<file path="config.mk">
export PLATFORM = sky130hd
export DESIGN_NAME = umem_port_arbiter_flat
export DESIGN_NICKNAME = d
export VERILOG_FILES = /design/src/rtl/umem_port_arbiter_pkg.sv /design/src/rtl/umem_port_arbiter_if.sv /design/src/rtl/umem_port_arbiter_lane_align.sv /design/src/rtl/umem_port_arbiter.sv /design/src/flat_wrapper.sv
export SDC_FILE = /design/constraint.sdc
export NUM_CORES = 1
export LEC_CHECK = 0
export BUFFER_PORTS_ARGS = -buffer_cell sky130_fd_sc_hd__buf_4
export CAP_MARGIN = 20
export CORE_ASPECT_RATIO = 1.4
export CORE_UTILIZATION = 55
export CTS_BUF_LIST = sky130_fd_sc_hd__clkbuf_4 sky130_fd_sc_hd__clkbuf_8
export DETAILED_ROUTE_END_ITERATION = 10
export PLACE_DENSITY = 0.95
export SYNTH_ARGS = -nofsm -noshare
export SYNTH_HDL_FRONTEND = slang
export SYNTH_SLANG_ARGS = --single-unit
</file>
<file path="constraint.sdc">
create_clock -name clk -period 2.9 [get_ports clk]
set_input_delay 0.145 -clock clk [delete_from_list [all_inputs] [get_ports clk]]
set_output_delay 0.145 -clock clk [all_outputs]
set_load 0.02 [all_outputs]
</file>
<file path="src/rtl/umem_port_arbiter_pkg.sv">
// Shared types for the umem port arbiter: FSM states, access sizes, port owners
// and the rule that decides which data accesses cannot be issued.
package simprisc_umem_pkg;

  typedef enum logic [2:0] {IDLE, ISSUE, WAIT, DONE, ERR} arb_state_e;
  typedef enum logic [1:0] {SZ_B, SZ_H, SZ_W, SZ_X} mem_size_e;
  typedef enum logic {OWN_IF, OWN_D} owner_e;

  function automatic logic misaligned(mem_size_e size, logic [1:0] a);
    case (size)
      SZ_B:    return 1'b0;
      SZ_H:    return a[0];
      SZ_W:    return a != 2'b00;
      default: return 1'b1;
    endcase
  endfunction

endpackage

</file>
<file path="src/rtl/umem_port_arbiter_if.sv">
// Bundle of the fetch port, load/store port and umem bus around the arbiter.
// The arbiter takes the slave modport; the core/memory side takes master.
interface umem_port_arbiter_if #(
  parameter int AW = 32,
  parameter int DW = 32
);
  logic          if_req;
  logic [AW-1:0] if_addr;
  logic          if_gnt;
  logic          if_rvalid;
  logic [DW-1:0] if_rdata;

  logic          d_req;
  logic          d_we;
  logic [1:0]    d_size;
  logic [AW-1:0] d_addr;
  logic [DW-1:0] d_wdata;
  logic          d_gnt;
  logic          d_rvalid;
  logic [DW-1:0] d_rdata;
  logic          d_err;

  logic          mem_en;
  logic          mem_we;
  logic [3:0]    mem_be;
  logic [AW-1:0] mem_addr;
  logic [DW-1:0] mem_wdata;
  logic [DW-1:0] mem_rdata;

  modport slave (
    input  if_req, if_addr, d_req, d_we, d_size, d_addr, d_wdata, mem_rdata,
    output if_gnt, if_rvalid, if_rdata, d_gnt, d_rvalid, d_rdata, d_err,
           mem_en, mem_we, mem_be, mem_addr, mem_wdata
  );

  modport master (
    output if_req, if_addr, d_req, d_we, d_size, d_addr, d_wdata, mem_rdata,
    input  if_gnt, if_rvalid, if_rdata, d_gnt, d_rvalid, d_rdata, d_err,
           mem_en, mem_we, mem_be, mem_addr, mem_wdata
  );
endinterface

</file>
<file path="src/rtl/umem_port_arbiter_lane_align.sv">
// Byte-lane steering for umem: byte enables and replicated store data on the
// way out, right-justified (unextended) load data on the way back.
module umem_lane_align
  import simprisc_umem_pkg::*;
#(
  parameter int DW = 32
) (
  input  mem_size_e     size,
  input  logic [1:0]    a,
  input  logic [DW-1:0] wdata,
  input  logic [DW-1:0] rdata_raw,
  output logic [3:0]    be,
  output logic [DW-1:0] wdata_rep,
  output logic [DW-1:0] rdata_al
);

  always_comb begin
    be        = 4'b1111;
    wdata_rep = wdata;
    case (size)
      SZ_B: begin
        be        = 4'b0001 << a;
        wdata_rep = {4{wdata[7:0]}};
      end
      SZ_H: begin
        be        = 4'b0011 << a;
        wdata_rep = {2{wdata[15:0]}};
      end
      default: ;
    endcase
  end

  assign rdata_al = rdata_raw >> {a, 3'b000};

endmodule

</file>
<file path="src/rtl/umem_port_arbiter.sv">
// Shares single-port umem between instruction fetch and load/store, one access
// at a time. Define UMEM_STARVE_GUARD_EN to force a fetch after STARVE_LIMIT data grants.
module umem_port_arbiter
  import simprisc_umem_pkg::*;
#(
  parameter int AW           = 32,
  parameter int DW           = 32,
  parameter int MEM_LAT      = 1,
  parameter int STARVE_LIMIT = 4
) (
  input logic          clk,
  input logic          reset,
  umem_port_arbiter_if.slave bus
);

  arb_state_e    state, state_nx;
  logic [2:0]    lat_cnt, lat_cnt_nx;
  owner_e        own_q;
  logic          we_q;
  mem_size_e     size_q;
  logic [AW-1:0] addr_q;
  logic [DW-1:0] wdata_q;
  logic [DW-1:0] if_rdata_q, d_rdata_q;

  logic          live, issue, done, starved, d_bad, pick_if, pick_d;
  logic [3:0]    be;
  logic [DW-1:0] wdata_rep, rdata_al;

`ifdef UMEM_STARVE_GUARD_EN
  localparam int SW = $clog2(STARVE_LIMIT + 1);
  logic [SW-1:0] starve_cnt;

  assign starved = (starve_cnt == SW'(STARVE_LIMIT));

  // Only data grants that actually kept a waiting fetch out advance the count.
  always_ff @(posedge clk) begin
    if (reset)
      starve_cnt <= '0;
    else if (pick_if)
      starve_cnt <= '0;
    else if (pick_d)
      starve_cnt <= !bus.if_req ? '0 : (starved ? starve_cnt : starve_cnt + 1'b1);
  end
`else
  assign starved = 1'b0;
`endif

  assign live    = !reset;
  assign issue   = live && (state == ISSUE);
  assign done    = live && (state == DONE);
  assign d_bad   = misaligned(mem_size_e'(bus.d_size), bus.d_addr[1:0]);
  assign pick_if = live && (state == IDLE) && bus.if_req && (!bus.d_req || starved);
  assign pick_d  = live && (state == IDLE) && bus.d_req && !pick_if;

  umem_lane_align #(.DW(DW)) u_align (
    .size      (size_q),
    .a         (addr_q[1:0]),
    .wdata     (wdata_q),
    .rdata_raw (bus.mem_rdata),
    .be        (be),
    .wdata_rep (wdata_rep),
    .rdata_al  (rdata_al)
  );

  always_comb begin
    state_nx   = state;
    lat_cnt_nx = lat_cnt;
    case (state)
      IDLE: begin
        if (pick_d)
          state_nx = d_bad ? ERR : ISSUE;
        else if (pick_if)
          state_nx = ISSUE;
      end
      ISSUE: begin
        if (we_q || MEM_LAT == 1) begin
          state_nx = DONE;
        end else begin
          lat_cnt_nx = 3'(MEM_LAT - 1);
          state_nx   = WAIT;
        end
      end
      WAIT: begin
        lat_cnt_nx = lat_cnt - 3'd1;
        if (lat_cnt == 3'd1)
          state_nx = DONE;
      end
      DONE:    state_nx = IDLE;
      ERR:     state_nx = IDLE;
      default: state_nx = IDLE;
    endcase
  end

  // Fetches are recorded as word-aligned word reads so the lane logic needs no owner input.
  always_ff @(posedge clk) begin
    if (reset) begin
      state      <= IDLE;
      lat_cnt    <= '0;
      own_q      <= OWN_IF;
      we_q       <= 1'b0;
      size_q     <= SZ_B;
      addr_q     <= '0;
      wdata_q    <= '0;
      if_rdata_q <= '0;
      d_rdata_q  <= '0;
    end else begin
      state   <= state_nx;
      lat_cnt <= lat_cnt_nx;
      if (pick_d) begin
        own_q   <= OWN_D;
        we_q    <= bus.d_we;
        size_q  <= mem_size_e'(bus.d_size);
        addr_q  <= bus.d_addr;
        wdata_q <= bus.d_wdata;
      end else if (pick_if) begin
        own_q   <= OWN_IF;
        we_q    <= 1'b0;
        size_q  <= SZ_W;
        addr_q  <= {bus.if_addr[AW-1:2], 2'b00};
        wdata_q <= '0;
      end
      if (state == DONE) begin
        if (own_q == OWN_IF)
          if_rdata_q <= rdata_al;
        else
          d_rdata_q <= we_q ? '0 : rdata_al;
      end
      if (state == ERR)
        d_rdata_q <= '0;
    end
  end

  assign bus.if_gnt    = pick_if;
  assign bus.d_gnt     = pick_d;
  assign bus.mem_en    = issue;
  assign bus.mem_we    = issue && we_q;
  assign bus.mem_be    = issue ? be : 4'b0000;
  assign bus.mem_addr  = issue ? {addr_q[AW-1:2], 2'b00} : '0;
  assign bus.mem_wdata = issue ? wdata_rep : '0;

  assign bus.if_rvalid = done && (own_q == OWN_IF);
  assign bus.d_rvalid  = (done && (own_q == OWN_D)) || (live && state == ERR);
  assign bus.d_err     = live && (state == ERR);
  assign bus.if_rdata  = (done && own_q == OWN_IF) ? rdata_al : if_rdata_q;
  assign bus.d_rdata   = (done && own_q == OWN_D) ? (we_q ? '0 : rdata_al) : d_rdata_q;

endmodule

</file>
<file path="src/flat_wrapper.sv">
// flat-port wrapper written by rule: the top's interface ports become plain ports
module umem_port_arbiter_flat import simprisc_umem_pkg::*;
#(
  parameter int AW           = 32,
  parameter int DW           = 32,
  parameter int MEM_LAT      = 1,
  parameter int STARVE_LIMIT = 4
)
  (clk, reset, bus_if_req, bus_if_addr, bus_d_req, bus_d_we, bus_d_size, bus_d_addr, bus_d_wdata, bus_mem_rdata, bus_if_gnt, bus_if_rvalid, bus_if_rdata, bus_d_gnt, bus_d_rvalid, bus_d_rdata, bus_d_err, bus_mem_en, bus_mem_we, bus_mem_be, bus_mem_addr, bus_mem_wdata);
  umem_port_arbiter_if #(.AW(AW), .DW(DW)) bus_i ();
  input logic clk;
  input logic reset;
  input wire logic [$bits(bus_i.if_req)-1:0] bus_if_req;
  input wire logic [$bits(bus_i.if_addr)-1:0] bus_if_addr;
  input wire logic [$bits(bus_i.d_req)-1:0] bus_d_req;
  input wire logic [$bits(bus_i.d_we)-1:0] bus_d_we;
  input wire logic [$bits(bus_i.d_size)-1:0] bus_d_size;
  input wire logic [$bits(bus_i.d_addr)-1:0] bus_d_addr;
  input wire logic [$bits(bus_i.d_wdata)-1:0] bus_d_wdata;
  input wire logic [$bits(bus_i.mem_rdata)-1:0] bus_mem_rdata;
  output wire logic [$bits(bus_i.if_gnt)-1:0] bus_if_gnt;
  output wire logic [$bits(bus_i.if_rvalid)-1:0] bus_if_rvalid;
  output wire logic [$bits(bus_i.if_rdata)-1:0] bus_if_rdata;
  output wire logic [$bits(bus_i.d_gnt)-1:0] bus_d_gnt;
  output wire logic [$bits(bus_i.d_rvalid)-1:0] bus_d_rvalid;
  output wire logic [$bits(bus_i.d_rdata)-1:0] bus_d_rdata;
  output wire logic [$bits(bus_i.d_err)-1:0] bus_d_err;
  output wire logic [$bits(bus_i.mem_en)-1:0] bus_mem_en;
  output wire logic [$bits(bus_i.mem_we)-1:0] bus_mem_we;
  output wire logic [$bits(bus_i.mem_be)-1:0] bus_mem_be;
  output wire logic [$bits(bus_i.mem_addr)-1:0] bus_mem_addr;
  output wire logic [$bits(bus_i.mem_wdata)-1:0] bus_mem_wdata;
  assign bus_i.if_req = bus_if_req;
  assign bus_i.if_addr = bus_if_addr;
  assign bus_i.d_req = bus_d_req;
  assign bus_i.d_we = bus_d_we;
  assign bus_i.d_size = bus_d_size;
  assign bus_i.d_addr = bus_d_addr;
  assign bus_i.d_wdata = bus_d_wdata;
  assign bus_i.mem_rdata = bus_mem_rdata;
  assign bus_if_gnt = bus_i.if_gnt;
  assign bus_if_rvalid = bus_i.if_rvalid;
  assign bus_if_rdata = bus_i.if_rdata;
  assign bus_d_gnt = bus_i.d_gnt;
  assign bus_d_rvalid = bus_i.d_rvalid;
  assign bus_d_rdata = bus_i.d_rdata;
  assign bus_d_err = bus_i.d_err;
  assign bus_mem_en = bus_i.mem_en;
  assign bus_mem_we = bus_i.mem_we;
  assign bus_mem_be = bus_i.mem_be;
  assign bus_mem_addr = bus_i.mem_addr;
  assign bus_mem_wdata = bus_i.mem_wdata;
  umem_port_arbiter #(.AW(AW), .DW(DW), .MEM_LAT(MEM_LAT), .STARVE_LIMIT(STARVE_LIMIT)) u_core (.clk(clk), .reset(reset), .bus(bus_i));
endmodule
</file>
==> results.sh <==
export IMPL_critPathLaunchType="register"
export IMPL_r2r_start="u_core.state[0]$_SDFFE_PP0P_"
export IMPL_gp_congestion=0.864
export IMPL_syn_avg_cell_area_um2=8.30
export IMPL_final_nets=1243
export IMPL_fp_row_count=48
export IMPL_drt_wirelength_per_cell_um=18.5
export IMPL_critPathTopFamily="simple AND/OR/NAND/NOR gates"
export IMPL_grt_max_degree=75
export IMPL_routed_via_count=7604
export IMPL_synth_edff_count=0
export IMPL_path_class="reg -> out"
export IMPL_stdcell_count=1267
export IMPL_top_usage_layer="met2"
export IMPL_final_setup_viol_count=0
export IMPL_p_per_area_mw_per_mm2=514
export IMPL_slowest_delay_ns=0.59
export IMPL_numCtsBuffers=17
export IMPL_path_cells="nand2_1 -> or4_1 -> buf_4 -> nor2_1 -> a21o_1 -> buf_4"
export IMPL_yosys_top_cells_count="dfxtp_1 (138), nor2_1 (135), nand2_1 (70)"
export IMPL_drive_gt1_share_pct=31.7
export IMPL_routed_wl_mm=23.5
export IMPL_path_depth=6
export IMPL_ys_types=47
export IMPL_timing_rr_end="u_core.wdata_q[15]$_SDFFE_PP0P_"
export IMPL_slowest_stage="dfxtp_1"
export IMPL_synth_main_ff_cell="dfxtp_1"
export IMPL_period_minus_slack_ns=2.68
export IMPL_reg2reg_slack_ns=0.72
export IMPL_cpMostUsedCell="buf_4"
export IMPL_die_h_um=135
export IMPL_synthArstFlopShare_pct=0
export IMPL_cp_endpoint="bus_if_rdata[14]"
export IMPL_status="finished, final reports clean"
export IMPL_die_area_mm2=0.0131
export IMPL_syn_area_mm2=0.00694
export IMPL_netlist_area_leader_share_pct=39.8
export IMPL_drc=0
export IMPL_clk_pin_slew_ns=0.07
export IMPL_postRouteAntennaNets=0
export IMPL_fillers=786
export IMPL_grt_pass1_vias=7264
export IMPL_yosysTopAreaCell="dfxtp_1"
export IMPL_worstSetupEndpointType="output pin"
export IMPL_hold_viol_final=0
export IMPL_fin_area_mm2=0.00975
export IMPL_ys_seq_elements=138
export IMPL_antenna_found_initial=0
export IMPL_yosysMostFrequentCell="dfxtp_1"
export IMPL_clk_latency_ns=0.43
export IMPL_tns_ns=0
export IMPL_dp_final_hpwl_mm=15.1
export IMPL_cts_tree="done"
export IMPL_skew_ns=0.0151
export IMPL_grt_pass1_wl_mm=36.2
export IMPL_r2r_cells=6
export IMPL_maxCapViolCount=0
export IMPL_pin_count=274
export IMPL_die_w_um=96.9
export IMPL_static_leakage_power_nw=4.68
export IMPL_synth_seq_area_share_pct=39.8
export IMPL_timing_critical_path_buf_inv=2
export IMPL_use_met3_pct=6.94
export IMPL_crit_arrival_ns=2.53
export IMPL_use_met1_pct=38.8
export IMPL_postCtsSetupBuffers=0
export IMPL_hold_slack_ns=0.0186
export IMPL_cts_sinks=138
export IMPL_slew_headroom_pct=32.9
export IMPL_drtIter0Drc=533
export IMPL_placed_cells=1198
export IMPL_placed_area_mm2=0.00895
export IMPL_ys_warn_count=0
export IMPL_worstSetupStartpoint="u_core.state[0]$_SDFFE_PP0P_"
export IMPL_area_growth_pct=40.6
export IMPL_drv_slew=0
export IMPL_use_met2_pct=60.3
export IMPL_port_buffers=269
export IMPL_period_share_pct=92.3
export IMPL_diodes=0
export IMPL_vdd_drop_max_v=0.000363
export IMPL_fp_coreArea_mm2=0.0123
export IMPL_rsz0062_at_grt="false"
export IMPL_netlist_top_cells_area="dfxtp_1 (40%), nor2_1 (7.3%), a21o_1 (7.0%)"
export IMPL_h_tree_depth=4
export IMPL_vias_per_cell=6.00
export IMPL_dr_pass1_iters=7
export IMPL_grtUsageTotal_pct=34.5
export IMPL_worstMarginPinSlew_ns=1.00
export IMPL_grt_overflow=0
export IMPL_worst_ep_required_time_ns=2.76
export IMPL_clock_path_buffers=2
export IMPL_fmax_mhz=374
export IMPL_crit_fanout=50
export IMPL_start_util_pct=56.4
export IMPL_syn_inst=836
export IMPL_hp_class="in -> reg"
export IMPL_cts_root_buf="clkbuf_8"
## how the worst min path moves through the flow
stage                      startpoint                                 end  slack (ns)  cells after the start
detailed placement     bus_d_wdata[9]      u_core.wdata_q[9]$_SDFFE_PP0P_        0.40                      3
finish              bus_mem_rdata[25]  u_core.if_rdata_q[25]$_SDFFE_PP0P_        0.02                      2
floorplan           bus_mem_rdata[29]  u_core.if_rdata_q[29]$_SDFFE_PP0P_        0.28                      1
global route        bus_mem_rdata[26]  u_core.if_rdata_q[26]$_SDFFE_PP0P_       0.001                      2
global placement      bus_d_wdata[31]     u_core.wdata_q[31]$_SDFFE_PP0P_        0.39                      3
CTS                 bus_mem_rdata[26]  u_core.if_rdata_q[26]$_SDFFE_PP0P_      0.0002                      2
## cell families (layout without fill, tap and decap cells)
logic type | count (synthesis) | count (layout) | share of synthesized area, %
AND/OR/NAND/NOR | 284 | 284 | 19.3
AO/OA/AOI/OAI | 266 | 266 | 26.1
flip-flops | 138 | 138 | 39.8
buffers and inverters | 87 | 367 | 5.68
multiplexers | 56 | 56 | 8.37
adder cells (fa/ha/maj) | 2 | 2 | 0.361
XOR/XNOR | 2 | 2 | 0.252
other | 1 | 2 | 0.0540
## per-layer routing
metal | share of wire, % | wire length, µm
met3 | 7.7 | 1800
met2 | 51 | 12000
met1 | 36 | 8430
met4 | 5.1 | 1200
met5 | 0 | 0
## stage by stage
step / total power, mW / setup slack, ns / utilization (%)
after floorplan: 2.90 / 0.954 / -
after global placement: 3.31 / 0.518 / 72.7
after detailed placement: 3.34 / 0.445 / 72.7
after CTS: 4.99 / 0.0896 / 79.2
after global routing: 5.22 / 0.0873 / 79.2
final: 5.01 / 0.223 / 79.2
## power by group
part           switching, mW  total (mW)  internal (mW)  leakage [nW]
sequential             0.122        2.16           2.04          1.12
combinational          0.689        1.22          0.533          3.35
clock                  0.741        1.63          0.888         0.204
## cell usage in the layout (no fill, tap or decap), types with 2 or more instances in the layout
cell,instances
o21ai_0,32
clkbuf_8,19
and2_1,39
conb_1,2
a21o_1,65
a22oi_1,37
a22o_1,16
ha_1,2
inv_2,2
clkinv_4,2
o31ai_1,2
dfxtp_1,138
nor3_1,4
nor2_4,10
a21oi_1,38
nand3_1,10
dlygate4sd3_1,39
clkinv_2,3
or4_1,2
nand2_1,70
nand2b_1,2
inv_1,7
clkinvlp_4,2
bufinv_16,3
mux2_2,16
mux2i_1,40
a2bb2oi_1,8
o22ai_1,31
a211oi_1,32
nor2_1,135
buf_4,289
## flip-flops by register name, summed over array words and instances, names as in the netlist
signal,cells
u_core.addr_q,32
u_core.d_rdata_q,32
u_core.if_rdata_q,32
u_core.wdata_q,32
u_core.lat_cnt,3
u_core.state,3
u_core.size_q,2
u_core.own_q,1
u_core.we_q,1
## what timing repair did
action,in CTS,in global routing
hold buffers,39,0
endpoints found under the hold margin,39,0
gates resized for setup,1,1
endpoints found under the setup margin,12,8
pin swaps,0,0
## final cells by class
class                      count  area, µm²  share of cell area (%)
clock buffer                  19        262                    2.68
tap                          150        188                    1.92
sequential                   138       2760                    28.3
timing repair buffer         328       2560                    26.2
inverter                       9       33.8                   0.346
multi-input combinational    612       3800                    39.0
clock inverter                11        146                    1.50
No activity file was read; power rests on OpenSTA's default activity.
